### src/rtl/iter_divider.sv
`default_nettype none
// ------------------------------------------------------------------------
// iter_divider: radix-2 restoring DIV/DIVU, result WIDTH+2 cycles after start.
// Optional macro DIV_ZERO_FAST_EN: zero divisor skips the iterations. Rev 1.0
// ------------------------------------------------------------------------
module iter_divider #(
  parameter int WIDTH = 32,
  parameter int CNTW  = 6
) (
  input  logic             clk,
  input  logic             rst,
  input  logic             start,
  input  logic             signed_div,
  input  logic [WIDTH-1:0] a,
  input  logic [WIDTH-1:0] b,
  input  logic             cancel,
  output logic             busy,
  output logic             done,
  output logic [WIDTH-1:0] hi,
  output logic [WIDTH-1:0] lo
);

  typedef enum logic [1:0] {
    ST_IDLE = 2'd0,
    ST_RUN  = 2'd1,
    ST_FIX  = 2'd2,
    ST_DONE = 2'd3
  } state_t;

  localparam logic [CNTW-1:0] C_LAST = CNTW'(WIDTH - 1);

  state_t           r_state, w_next, w_start_st;
  logic [CNTW-1:0]  r_cnt;
  logic [WIDTH-1:0] r_rem, r_quo, r_dvs;
  logic             r_qsign, r_rsign;
  logic             w_accept, w_zero, w_a_neg, w_b_neg;
  logic [WIDTH-1:0] w_a_abs, w_b_abs;
  logic [WIDTH:0]   w_rem_sh, w_diff;

  assign w_accept = start & ~cancel & ((r_state == ST_IDLE) | (r_state == ST_DONE));
  assign w_zero   = (b == '0);
  assign w_a_neg  = signed_div & a[WIDTH-1];
  assign w_b_neg  = signed_div & b[WIDTH-1];
  // Zero divisor keeps the raw dividend so the remainder comes out as a itself.
  assign w_a_abs  = (w_a_neg & ~w_zero) ? -a : a;
  assign w_b_abs  = w_b_neg ? -b : b;
  assign w_rem_sh = {r_rem, r_quo[WIDTH-1]};
  assign w_diff   = w_rem_sh - {1'b0, r_dvs};

`ifdef DIV_ZERO_FAST_EN
  assign w_start_st = w_zero ? ST_FIX : ST_RUN;
`else
  assign w_start_st = ST_RUN;
`endif

  always_ff @(posedge clk or posedge rst) begin
    if (rst) r_state <= ST_IDLE;
    else     r_state <= w_next;
  end

  always_comb begin
    w_next = r_state;
    busy   = 1'b0;
    done   = 1'b0;
    case (r_state)
      ST_IDLE: if (w_accept) w_next = w_start_st;
      ST_RUN: begin
        busy = 1'b1;
        if (cancel)                 w_next = ST_IDLE;
        else if (r_cnt == C_LAST)   w_next = ST_FIX;
      end
      ST_FIX: begin
        busy   = 1'b1;
        w_next = cancel ? ST_IDLE : ST_DONE;
      end
      ST_DONE: begin
        done   = 1'b1;
        w_next = w_accept ? w_start_st : ST_IDLE;
      end
      default: w_next = ST_IDLE;
    endcase
  end

  always_ff @(posedge clk or posedge rst) begin
    if (rst) begin
      r_cnt   <= '0;
      r_rem   <= '0;
      r_quo   <= '0;
      r_dvs   <= '0;
      r_qsign <= 1'b0;
      r_rsign <= 1'b0;
      hi      <= '0;
      lo      <= '0;
    end else begin
      case (r_state)
        ST_IDLE, ST_DONE: begin
          if (w_accept) begin
            r_cnt   <= '0;
            r_dvs   <= w_b_abs;
            r_qsign <= (w_a_neg ^ w_b_neg) & ~w_zero;
            r_rsign <= w_a_neg & ~w_zero;
`ifdef DIV_ZERO_FAST_EN
            if (w_zero) begin
              r_rem <= a;
              r_quo <= '1;
            end else begin
`else
            begin
`endif
              r_rem <= '0;
              r_quo <= w_a_abs;
            end
          end
        end
        ST_RUN: begin
          r_cnt <= r_cnt + CNTW'(1);
          // Top bit of the trial difference is the borrow: set means restore.
          if (!w_diff[WIDTH]) begin
            r_rem <= w_diff[WIDTH-1:0];
            r_quo <= {r_quo[WIDTH-2:0], 1'b1};
          end else begin
            r_rem <= w_rem_sh[WIDTH-1:0];
            r_quo <= {r_quo[WIDTH-2:0], 1'b0};
          end
        end
        ST_FIX: begin
          if (!cancel) begin
            lo <= r_qsign ? -r_quo : r_quo;
            hi <= r_rsign ? -r_rem : r_rem;
          end
        end
        default: ;
      endcase
    end
  end

endmodule
`default_nettype wire

### config.mk
export PLATFORM = sky130hd
export DESIGN_NAME = iter_divider
export DESIGN_NICKNAME = d
export VERILOG_FILES = /design/src/rtl/iter_divider.sv
export SDC_FILE = /design/constraint.sdc
export NUM_CORES = 1
export LEC_CHECK = 0
export CAP_MARGIN = 20
export CORE_MARGIN = 4
export CORE_UTILIZATION = 60
export DETAILED_ROUTE_END_ITERATION = 10
export DONT_BUFFER_PORTS = 1
export PLACE_DENSITY = 0.84
export REMOVE_ABC_BUFFERS = 1
export SLEW_MARGIN = 20
export SYNTH_ARGS = -nofsm -noshare
export SYNTH_HDL_FRONTEND = slang
export SYNTH_SLANG_ARGS = --single-unit
export TNS_END_PERCENT = 50
### constraint.sdc
create_clock -name clk -period 13.9 [get_ports clk]
set_input_delay 2.78 -clock clk [delete_from_list [all_inputs] [get_ports clk]]
set_output_delay 2.78 -clock clk [all_outputs]
set_load 0.01 [all_outputs]
* Word level (Yosys, flattened, before mapping)
Index checks and enable logic that the tools add are counted.
** Storage, ports and cells
- Register bits after elaboration :: 170
- Bits of input ports :: 69
- Output and inout port bits :: 66
- Word-level logic and storage cells :: 61
** Operators by class
- $add $sub $neg :: 6
- Eq/ne operators :: 7
- Mux-type cells :: 20
- Bitwise operators :: 10
- Reductions and logical operators :: 9
** Operators by type and width (number)
- 32-bit two-way mux :: 7
- 32-bit negator :: 4
- 32-bit one-hot mux with 2 select lines :: 2
- 33-bit by 32-bit subtractor with 33-bit output :: 1
- 32-bit zero test :: 1
- 6-bit one-hot mux with 2 select lines :: 1
- 2-bit two-way mux :: 4
- 2-bit one-hot mux with 4 select lines :: 1
- 2-bit AND reduction :: 4
- 6-bit by 1-bit adder with 6-bit output, second input constant :: 1
- 1-bit AND :: 6
- 6-bit by 5-bit equality test with 1-bit output, second input constant :: 1
- 6-bit two-way mux :: 1
- 2-bit equality test, second input constant :: 2
- 1-bit two-way mux :: 4
- 2-bit inequality test, second input constant :: 2
- 2-bit OR reduction :: 2
- 3-bit inequality test, second input constant :: 1
- 2-bit by 1-bit equality test with 1-bit output, second input constant :: 1
- 2-bit zero test :: 1
- 1-bit inverter :: 2
- 2-bit nonzero test :: 1
- 1-bit OR :: 1
- 1-bit XOR :: 1

* Logic depth before layout (Yosys ltp)
Gate-level depths: netlist of run 1.
- Depth in word-level cells :: 6
- Mapped depth :: 13
- Depth with buffers taken out :: 12

* Worst setup path before layout of run 1
Ideal clock, no wire load.
- Kind :: input port to flip-flop
- Start point :: input a[10]
- End point :: register r_quo[29]
- Setup time :: 135 ps
- Arrival :: 4953 ps
- Required time :: 13765 ps
- Slack :: 8812 ps
- Cell stages on the path :: 8
- Buffers on the path :: 0
- Cell sequence :: or4_1 or4_1 nand2b_1 or2_2 nor3_1 a21oi_1 xnor2_1 o22ai_1
** Between the ends
- Cells in the longest elaborated chain, start to end :: 4
** Ends and longest elaborated chain
- start: declaration :: RTL line 14 : input logic [WIDTH-1:0] a,
- 32-bit negator :: RTL line 45 : assign w_a_abs = (w_a_neg & ~w_zero) ? -a : a;
- 32-bit two-way mux :: RTL line 45
- 32-bit two-way mux :: RTL line 97 : if (w_accept) begin
- 32-bit one-hot mux with 2 select lines :: RTL line 95 : case (r_state)
- end signal: assignment :: RTL line 111 : r_quo <= w_a_abs;
- end signal: assignment :: RTL line 120 : r_quo <= {r_quo[WIDTH-2:0], 1'b1};
- end signal: assignment :: RTL line 123 : r_quo <= {r_quo[WIDTH-2:0], 1'b0};
- end: declaration :: RTL line 34 : logic [WIDTH-1:0] r_rem, r_quo, r_dvs;
Every way passes these cells. The select of a mux whose other input is x is not followed.
A chain may end at the register's enable or synchronous reset.

* Worst setup path in the final report of run 1
- Start point :: input b[6]
- End point :: register r_quo[29]
** Between the ends
- Cells in the longest elaborated chain, start to end :: 6
** Ends and longest elaborated chain
- start: declaration :: RTL line 15 : input logic [WIDTH-1:0] b,
- 32-bit zero test :: RTL line 41 : assign w_zero = (b == '0);
- 1-bit inverter :: RTL line 45
- 1-bit AND :: RTL line 45
- 32-bit two-way mux :: RTL line 45
- 32-bit two-way mux :: RTL line 97
- 32-bit one-hot mux with 2 select lines :: RTL line 95
Every way passes these cells. The select of a mux whose other input is x is not followed.

==> metrics.md, run 1 <==
| Metric | Value |
|---|---|
| IR drop worst, VDD | 0.000187 V |
| DRC violation count after routing | 0 |
| Worst-case register-to-register setup slack | 10.17 ns |
| Number of cell rows | 49 |
| Ys async rst share | 100% |
| Core area | 18,100 um2 |
| N_diodes | 0 |
| Iteration-0 DRC count of the detailed router | 992 |
| Static leakage | 5.20 nW |
| Initial Utilization | 61.7% |
| Classification of the worst-slack hold path | flip-flop to flip-flop |
| Count of fill cells added during filler insertion | 1,415 |
| Die footprint | 20,900 um2 |
| Pwr dens | 255 nW/um2 |
| TritonCTS Sinks | 170 |
| Buffers inserted by post-CTS timing repair | 0 |
| Maximum number of pins on one net before global-route repair | 130 |
| Number of hold violations in the final report | 0 |
| Endpoint, Worst Hold | r_dvs[18] |
| DIE WIDTH | 145 um |
| Unrepaired setup endpoints after global routing | no |
| Critical path start-end classification | input pin to flip-flop |
| Area Overhead vs Synth | 6.19% |
| TritonCTS buffer count | 17 |
| Post-synth top flop | dfrtp_1 |
| Result of the run | completed |
| Post-Layout Cell Count | 1,507 |
| Commonest cells in the netlist | nand2_1, dfrtp_1, o21ai_0, xor2_1, nor2_1 |
| Clock period minus final worst setup slack | 5.09 ns |
| Maximum clock frequency | 197 MHz |
| Actual transition at the worst max-transition pin | 1.10 ns |
| Die Height | 145 um |
| Synth Instances | 1,310 |
| Most instantiated library cell after synthesis | nand2_1 |
| Per-cell via count in the routed design | 6.25 |
| Number of instances resized during post-cts repair | 0 |
| HPWL after detailed placement | 19,500 um |
| Gp weighted congestion | 0.898 |
| Sequential share of the synthesized area | 38.0% |
| # H-tree levels | 4 |
| Routed Wire Length | 27,600 um |
| Count of input and output buffers | 0 |
| Top post-synthesis cells by area | dfrtp_1, xor2_1, o21ai_0 |
| Worst reg2reg endpoint | r_rem[0] |
| TritonCTS clock tree | done |
| Vias after detailed routing | 9,417 |
| Synth Cell Area | 11,200 um2 |
| Warnings from Yosys | 0 |
| Final Setup Violations | 0 |
| Number of maximum-capacitance constraint violations | 0 |
| Synth top area share | 38.0% |
| Cell variety after synth | 75 |
| End-of-flow core utilization | 65.5% |
| Combined global-route utilization of all metal layers | 27.0% |
| Wire length per cell | 18.3 um |
| Fraction of final layout cells with drive strength greater than 1 | 5.16% |
| Number of slew-limit violations in the final report | 0 |
| Setup TNS | 0 ns |
| Flops & latches, synth | 170 |
| Endpoint kind of the worst setup timing path | flip-flop |
| Required time of the worst setup path | 14.26 ns |
| Number of I/O pins | 135 |
| DRT antenna net count | 0 |
| Post-cts hold buffer count | 0 |
| Clock skew | 0.0104 ns |
| Kind of start point of the critical path | input pin |
| Number of nets in the layout | 1,377 |
| Top cell type by total area after synthesis | dfrtp_1 |
| Number of cells after detailed placement | 1,474 |
| Total congestion overflow after global routing | 0 |
| Antenna violations before repair | 0 |
| Clock tree buffer depth | 2 |
| First-pass iteration count of the detailed router | 5 |
| First-pass GRT wire length | 45,600 um |
| Clock transition at path regs | 0.07 ns |
| Worst R2R Start | r_rem[10] |
| Root buffer cell | clkbuf_16 |
| Hold wc startpoint | r_dvs[18] |
| Clock latency reported for the late side of the worst-skew pair | 0.45 ns |
| Max-slew headroom at the worst pin | 26.4% |
| Crit-path max FO | 10 |
| Ratio of final minimum period to clock period | 36.6% |
| Depth of the worst register-to-register path | 11 |
| Crit path DAT | 5.45 ns |
| Hold Path Cell Cnt | 2 |
| Number of enable-type register cells in the synthesized netlist | 0 |
| Average instance area after synthesis | 8.54 um2 |
| Number of global-route vias before repair | 8,976 |
## worst max-delay path by stage
| stage | end | depth (start not counted) | start | slack, ns |
|---|---|---|---|---|
| floorplan | hi[0] | 1 | rst | 6.52 |
| finish | r_quo[29] | 9 | b[6] | 8.81 |
| CTS | r_quo[29] | 9 | b[6] | 8.82 |
| global route | r_quo[26] | 9 | b[6] | 8.58 |
| detailed placement | r_quo[26] | 9 | b[6] | 8.36 |
| global placement | r_quo[26] | 9 | b[6] | 8.42 |
## layer usage
layer  part of all wire, %  GRT usage, %  up-vias
met1                    43          37.0     4397
li1                      -             -     4535
met2                    45          42.2      427
met3                   9.4          6.71       58
met4                   2.4          8.54        0
met5                     0             0        -
## critical path, cell delays in order
cell,delay [ns]
or4_4,0.54
nor3_2,0.11
nand2_1,0.11
or4b_4,0.58
o41ai_4,0.44
or2_1,0.46
a21oi_1,0.11
xnor2_1,0.15
o22ai_1,0.16
## stage by stage
stage	hold WS, ns	instance area (um2)	power [mW]	setup WS, ns
after floorplan	0.450	10900	2.12	6.52
after global placement	0.461	11200	2.42	8.42
after detailed placement	0.471	11200	2.48	8.36
after CTS	0.486	11800	2.99	8.82
after global routing	0.492	11900	3.28	8.58
final	0.478	11900	3.04	8.81
## layout make-up
| type | instances | area, um2 | area share [%] |
|---|---|---|---|
| inverter | 56 | 215 | 1.81 |
| sequential | 170 | 4250 | 35.8 |
| multi-input combinational | 1014 | 6460 | 54.3 |
| clock inverter | 15 | 179 | 1.51 |
| tap | 229 | 287 | 2.41 |
| clock buffer | 17 | 425 | 3.58 |
| timing repair buffer | 6 | 65.1 | 0.547 |
## logic make-up after synthesis
family,count (synthesis),share of synthesized area (%)
AO/OA/AOI/OAI,397,22.0
adder cells (fa/ha/maj),43,4.87
flip-flops,170,38.0
multiplexers,28,2.52
XOR/XNOR,145,11.6
buffers and inverters,126,4.58
AND/OR/NAND/NOR,401,16.4
## sequential cells by signal (all words and copies together), names as in the netlist
signal   count
hi          32
lo          32
r_cnt        6
r_dvs       32
r_qsign      1
r_quo       32
r_rem       32
r_rsign      1
r_state      2
## where the power goes
group | switching, mW | internal, mW | total [mW]
Combinational | 0.907 | 0.654 | 1.56
Sequential | 0.279 | 0.701 | 0.981
Clock | 0.222 | 0.272 | 0.494
Total | 1.41 | 1.63 | 3.04
## cell usage in the layout (no fill, tap or decap), types with 5 or more instances in the layout
cell type  netlist  final
nor4_1           8      8
a21oi_1         70     69
o21ai_0        149    149
o31ai_1         24     24
a31oi_1          8      8
nor3_1          20     20
or3_1           13     13
nor2b_1          7      7
nand3_1         12     12
o41ai_2          6      6
inv_6            0      7
xnor2_1         56     56
clkbuf_16        0     17
ha_1            42     42
buf_4            1      5
o21ai_1         39     39
mux2i_1         27     27
nand4_1         12     12
nor2_1          74     74
xor2_1          87     87
a21o_1          15     15
and3_1           7      7
inv_1           56     55
o41ai_1         11     11
dfrtp_1        170    170
a22oi_1          8      8
or4_1           13     13
nand2b_1        16     16
o22ai_1         21     21
nand2_1        197    195
Note: power is estimated with default switching activity, not from simulation.
==> inputs of run 2 (changes only) <==
- CORE_UTILIZATION: 60 -> 59
- PLACE_DENSITY: 0.84 -> 0.86
- clock period: 13.9 -> 4.2 ns (I/O delays scaled with it)
==> run 2 against run 1 <==
Sequential cell count unchanged. Total power increased to 3.4 times the previous value. Die area increased by 1.6%. Final cell count increased by 0.66%. Via count increased by 0.89%. Highest routed layer unchanged.
==> metrics.md, run 2 (synthesized netlist as in run 1, its figures left out) <==
| Metric | Value |
|---|---|
| Unrepaired setup endpoints after global routing | no |
| TritonCTS clock tree | done |
| Wire length per cell | 18.3 um |
| Crit-path cells | ha_1, a21oi_1, o21ai_0, a311o_1, o21ai_1, o211ai_2, o32ai_4, xnor2_4, buf_4, mux2i_1, o21ai_1 |
| Crit path DAT | 3.99 ns |
| Largest stage delay, worst path | 0.51 ns |
| DRT antenna net count | 0 |
| Clock skew | 0.00871 ns |
| Endpoint kind of the worst setup timing path | flip-flop |
| Max-slew headroom at the worst pin | 27.2% |
| Depth of the worst register-to-register path | 11 |
| Setup TNS | 0 ns |
| Min setup slack post-route | 0.497 ns |
| Worst R2R Start | r_rem[10] |
| Initial Utilization | 59.8% |
| First-pass iteration count of the detailed router | 6 |
| Instance area at placement | 11,300 um2 |
| Maximum number of pins on one net before global-route repair | 130 |
| Routed Wire Length | 27,800 um |
| Combined global-route utilization of all metal layers | 26.2% |
| Vias after detailed routing | 9,501 |
| Number of hold violations in the final report | 0 |
| First-pass GRT wire length | 46,200 um |
| Gp weighted congestion | 1.01 |
| N_diodes | 0 |
| Per-cell via count in the routed design | 6.26 |
| Die Height | 146 um |
| Number of I/O pins | 135 |
| Area Overhead vs Synth | 7.04% |
| Most repeated library cell on the critical path | o21ai_1 |
| Fraction of final layout cells with drive strength greater than 1 | 5.61% |
| Minimum setup slack after placement | 0.520 ns |
| Clock transition at path regs | 0.07 ns |
| Kind of start point of the critical path | flip-flop |
| Clock latency reported for the late side of the worst-skew pair | 0.44 ns |
| Post-cts hold buffer count | 0 |
| Number of cells after detailed placement | 1,484 |
| Worst reg2reg endpoint | r_rem[4] |
| HPWL after detailed placement | 19,800 um |
| Count of input and output buffers | 0 |
| Total congestion overflow after global routing | 0 |
| Antenna violations before repair | 0 |
| TritonCTS buffer count | 17 |
| Worst-case register-to-register setup slack | 0.50 ns |
| Die footprint | 21,200 um2 |
| Area of all placed cells without fillers | 12,000 um2 |
| Result of the run | completed |
| DRC violation count after routing | 0 |
| TritonCTS Sinks | 170 |
| Iteration-0 DRC count of the detailed router | 841 |
| Most common library cell in the layout ignoring fill and taps | nand2_1 |
| Maximum clock frequency | 270 MHz |
| Post-Layout Cell Count | 1,517 |
| Number of nets in the layout | 1,382 |
| CP Launch Point | r_rem[10] |
| Buffers inserted by post-CTS timing repair | 0 |
| Actual transition at the worst max-transition pin | 1.09 ns |
| Number of slew-limit violations in the final report | 0 |
| Final Setup Violations | 0 |
| Required time of the worst setup path | 4.48 ns |
| IR drop worst, VDD | 0.000321 V |
| Root buffer cell | clkbuf_16 |
| Post-route total power | 10.2 mW |
| End point of the critical path | r_rem[4] |
| Number of maximum-capacitance constraint violations | 0 |
| Static leakage | 5.26 nW |
| Clock tree buffer depth | 2 |
| Crit-path max FO | 17 |
| Number of global-route vias before repair | 9,104 |
| Pwr dens | 853 nW/um2 |
| Number of instances resized during post-cts repair | 0 |
| Clock period minus final worst setup slack | 3.70 ns |
| Final hold slack | 0.328 ns |
| # H-tree levels | 4 |
| Core area | 18,700 um2 |
| Critical path start-end classification | flip-flop to flip-flop |
| Worst-path cell with the longest stage delay | o32ai_4 |
| Number of cell rows | 50 |
| Classification of the worst-slack hold path | input pin to async pin |
| Ratio of final minimum period to clock period | 88.2% |
| End-of-flow core utilization | 64.0% |
| Most frequent cells in the layout | nand2_1, dfrtp_1, o21ai_0 |
| DIE WIDTH | 146 um |
[run 2: power by group]
| group | leakage [nW] | switching (mW) | total [mW] | internal, mW |
|---|---|---|---|---|
| Sequential | 2.17 | 0.907 | 3.23 | 2.32 |
| Clock | 0.319 | 0.708 | 1.78 | 1.07 |
| Combinational | 2.77 | 3.07 | 5.21 | 2.14 |
| Total | 5.26 | 4.69 | 10.2 | 5.53 |
[run 2: worst min path at each step]
stage / start / cells past startpoint / endpoint
floorplan: r_dvs[10] / 2 / r_dvs[10]
global placement: r_dvs[7] / 2 / r_dvs[7]
detailed placement: r_dvs[14] / 2 / r_dvs[14]
CTS: rst / 1 / hi[6]
global route: rst / 1 / hi[6]
finish: rst / 1 / hi[6]
[run 2: per-layer routing]
layer	up-vias	part of all wire, %	wire length (um)	global-route usage [%]
met1	4418	41	11500	34.2
li1	4553	-	-	-
met4	0	3.1	852	10.7
met2	451	45	12600	40.8
met5	-	0	0	0
met3	79	10	2810	8.16
[run 2: cell type report]
class,instances,area [um2]
Fill cell,1494,6730
Multi-Input combinational cell,1014,6450
Sequential cell,170,4250
Clock buffer,17,425
Tap cell,234,293
Clock inverter,15,236
Inverter,56,215
Timing Repair Buffer,11,108
[run 2: worst max-delay path, delay by kind of cell, from the launching register on]
family / cells / cell delay, ns
compound gates: 7 / 1.82
xor+xnor: 1 / 0.33
flops: 1 / 0.47
buf+inv: 1 / 0.29
fa+ha+maj: 1 / 0.40
mux: 1 / 0.22
==> inputs of run 3 (changes only) <==
- MAX_ROUTING_LAYER: unset -> met4
- PLACE_DENSITY: 0.86 -> 0.89
- SLEW_MARGIN: 20 -> 5
==> run 3 against run 2 <==
Final cell count is essentially flat. Non-clock buffer count is the same. Design area shrank 0.53%. Worst setup slack gained 0.14 ns. Total power shrank 1.1%. Maximum frequency grew 3.8%.
==> metrics.md, run 3 (synthesized netlist as in run 1, its figures left out) <==
| Metric | Value |
|---|---|
| Result of the run | completed |
| Total congestion overflow after global routing | 0 |
| Unrepaired setup endpoints after global routing | no |
| Worst-path cell with the longest stage delay | or4_1 |
| Combined global-route utilization of all metal layers | 26.7% |
| TritonCTS buffer count | 17 |
| Kind of start point of the critical path | flip-flop |
| Post-cts hold buffer count | 0 |
| Endpoint kind of the worst setup timing path | flip-flop |
| Area of all placed cells without fillers | 11,900 um2 |
| N_diodes | 0 |
| Area Overhead vs Synth | 6.47% |
| P_sw | 4.64 mW |
| Seq pwr share | 32.0% |
| Final hold slack | 0.456 ns |
| Clock power frac | 16.4% |
| Most repeated library cell on the critical path | o21ai_1 |
| IR drop worst, VDD | 0.000615 V |
| Routed Wire Length | 27,800 um |
| Wire length per cell | 18.3 um |
| Number of hold violations in the final report | 0 |
| Most frequent cells in the layout | nand2_1, dfrtp_1, o21ai_0 |
| Count of input and output buffers | 0 |
| Depth of the worst register-to-register path | 11 |
| TritonCTS clock tree | done |
| Number of global-route vias before repair | 9,032 |
| Instance area at placement | 11,300 um2 |
| Count of fill cells added during filler insertion | 1,429 |
| Actual transition at the worst max-transition pin | 1.04 ns |
| Pwr dens | 848 nW/um2 |
| Critical path start-end classification | flip-flop to flip-flop |
| Largest stage delay, worst path | 0.58 ns |
| HPWL after detailed placement | 19,900 um |
| Number of maximum-capacitance constraint violations | 0 |
| Fraction of final layout cells with drive strength greater than 1 | 5.23% |
| Clock skew | 0.00823 ns |
| DIE WIDTH | 146 um |
| Per-cell via count in the routed design | 6.32 |
| Clock tree buffer depth | 2 |
| # H-tree levels | 4 |
| Number of nets in the layout | 1,382 |
| Sw Ratio | 45.9% |
| Cell-internal power | 5.47 mW |
| Vias after detailed routing | 9,577 |
| Crit path DAT | 3.85 ns |
| Maximum number of pins on one net before global-route repair | 97 |
| Required time of the worst setup path | 4.48 ns |
| DRT antenna net count | 0 |
| Number of slew-limit violations in the final report | 0 |
| Clock transition at path regs | 0.06 ns |
| Setup TNS | 0 ns |
| Antenna violations before repair | 0 |
| Crit-path max FO | 22 |
| First-pass iteration count of the detailed router | 5 |
| Buffers inserted by post-CTS timing repair | 0 |
| Static leakage | 5.23 nW |
| Classification of the worst-slack hold path | input pin to async pin |
| Max-slew headroom at the worst pin | 30.8% |
| Iteration-0 DRC count of the detailed router | 853 |
| Number of instances resized during post-cts repair | 0 |
| Core area | 18,700 um2 |
| Initial Utilization | 59.8% |
| Worst-case register-to-register setup slack | 0.63 ns |
| Root buffer cell | clkbuf_16 |
| Die footprint | 21,200 um2 |
| Clock period minus final worst setup slack | 3.57 ns |
| Gp weighted congestion | 0.968 |
| First-pass GRT wire length | 45,700 um |
| Number of cell rows | 50 |
| Clock latency reported for the late side of the worst-skew pair | 0.44 ns |
| Crit-path cells | ha_1, nand3_1, or4_1, a211oi_2, o21ai_1, o211ai_2, o32ai_4, xnor2_4, buf_12, mux2i_1, o21ai_1 |
| Maximum clock frequency | 280 MHz |
| Worst reg2reg endpoint | r_rem[6] |
| Die Height | 146 um |
| TritonCTS Sinks | 170 |
| Number of I/O pins | 135 |
| Ratio of final minimum period to clock period | 84.9% |
| DRC violation count after routing | 0 |
| Final Setup Violations | 0 |
| Most common library cell in the layout ignoring fill and taps | nand2_1 |
| Worst R2R Start | r_rem[13] |
| Combinational Power Share | 51.6% |
## run 3: cell count changes in the layout (fill, tap and decap cells not counted)
cell / previous run / this run
nand2b_2: 1 / 0
buf_12: 2 / 1
clkbuf_1: 0 / 3
inv_6: 5 / 3
inv_8: 2 / 0
bufinv_16: 5 / 4
clkinvlp_4: 2 / 1
clkinv_2: 1 / 3
nand2b_1: 15 / 16
buf_8: 0 / 1
## run 3: final cells by class
cell class	count	area, um2	area share, %
repair buffers	11	103	0.861
multi-input cells	1014	6440	54.1
well taps	234	293	2.46
clock inverters	11	169	1.42
clock buffers	20	437	3.66
inverters	56	215	1.81
flip-flops and latches	170	4250	35.7
## run 3: power groups by stage
stage               Clock (mW)  Sequential, mW  Combinational (mW)
floorplan                    0            2.99                4.03
global placement             0            3.20                4.82
detailed placement           0            3.24                5.03
CTS                       1.66            3.22                5.10
global route              1.74            3.33                5.80
finish                    1.65            3.24                5.22
## run 3: worst max-delay path by stage
stage | from | end | slack, ns | depth (start not counted)
after floorplan | rst | hi[0] | -1.24 | 1
after global placement | r_rem[13] | r_rem[22] | 0.55 | 10
after detailed placement | r_rem[13] | r_rem[1] | 0.40 | 10
after CTS | r_rem[13] | r_rem[1] | 0.31 | 10
after global routing | r_rem[10] | r_rem[19] | 0.52 | 11
final | r_rem[13] | r_rem[6] | 0.63 | 11
## run 3: metrics by stage
stage                     cells  util [%]  power [mW]  setup WS, ns
after CTS                  1514      63.5        9.98         0.308
final                      1516      63.7        10.1         0.634
after global placement     1483      60.3        8.01         0.547
after global routing       1516      63.7        10.9         0.518
after floorplan            1240         -        7.02         -1.24
after detailed placement   1483      60.3        8.27         0.401
## run 3: critical path: cells and delay by family, from the launching register on
family / cells / cell delay [ns]
adders and majority gates: 1 / 0.46
buffers and inverters: 1 / 0.24
DFF: 1 / 0.48
xor gates and xnor gates: 1 / 0.36
and+or+nand+nor: 2 / 0.78
AOI/OAI and AO/OA: 5 / 0.82
muxes: 1 / 0.24
## run 3: per-layer routing
metal  global-route usage (%)  vias up  wire length, um
met5                        -        -                0
met4                     8.74        0              799
met3                     5.54       78             2540
met2                     41.1      430            12700
met1                     35.5     4528            11800
li1                         -     4541                -
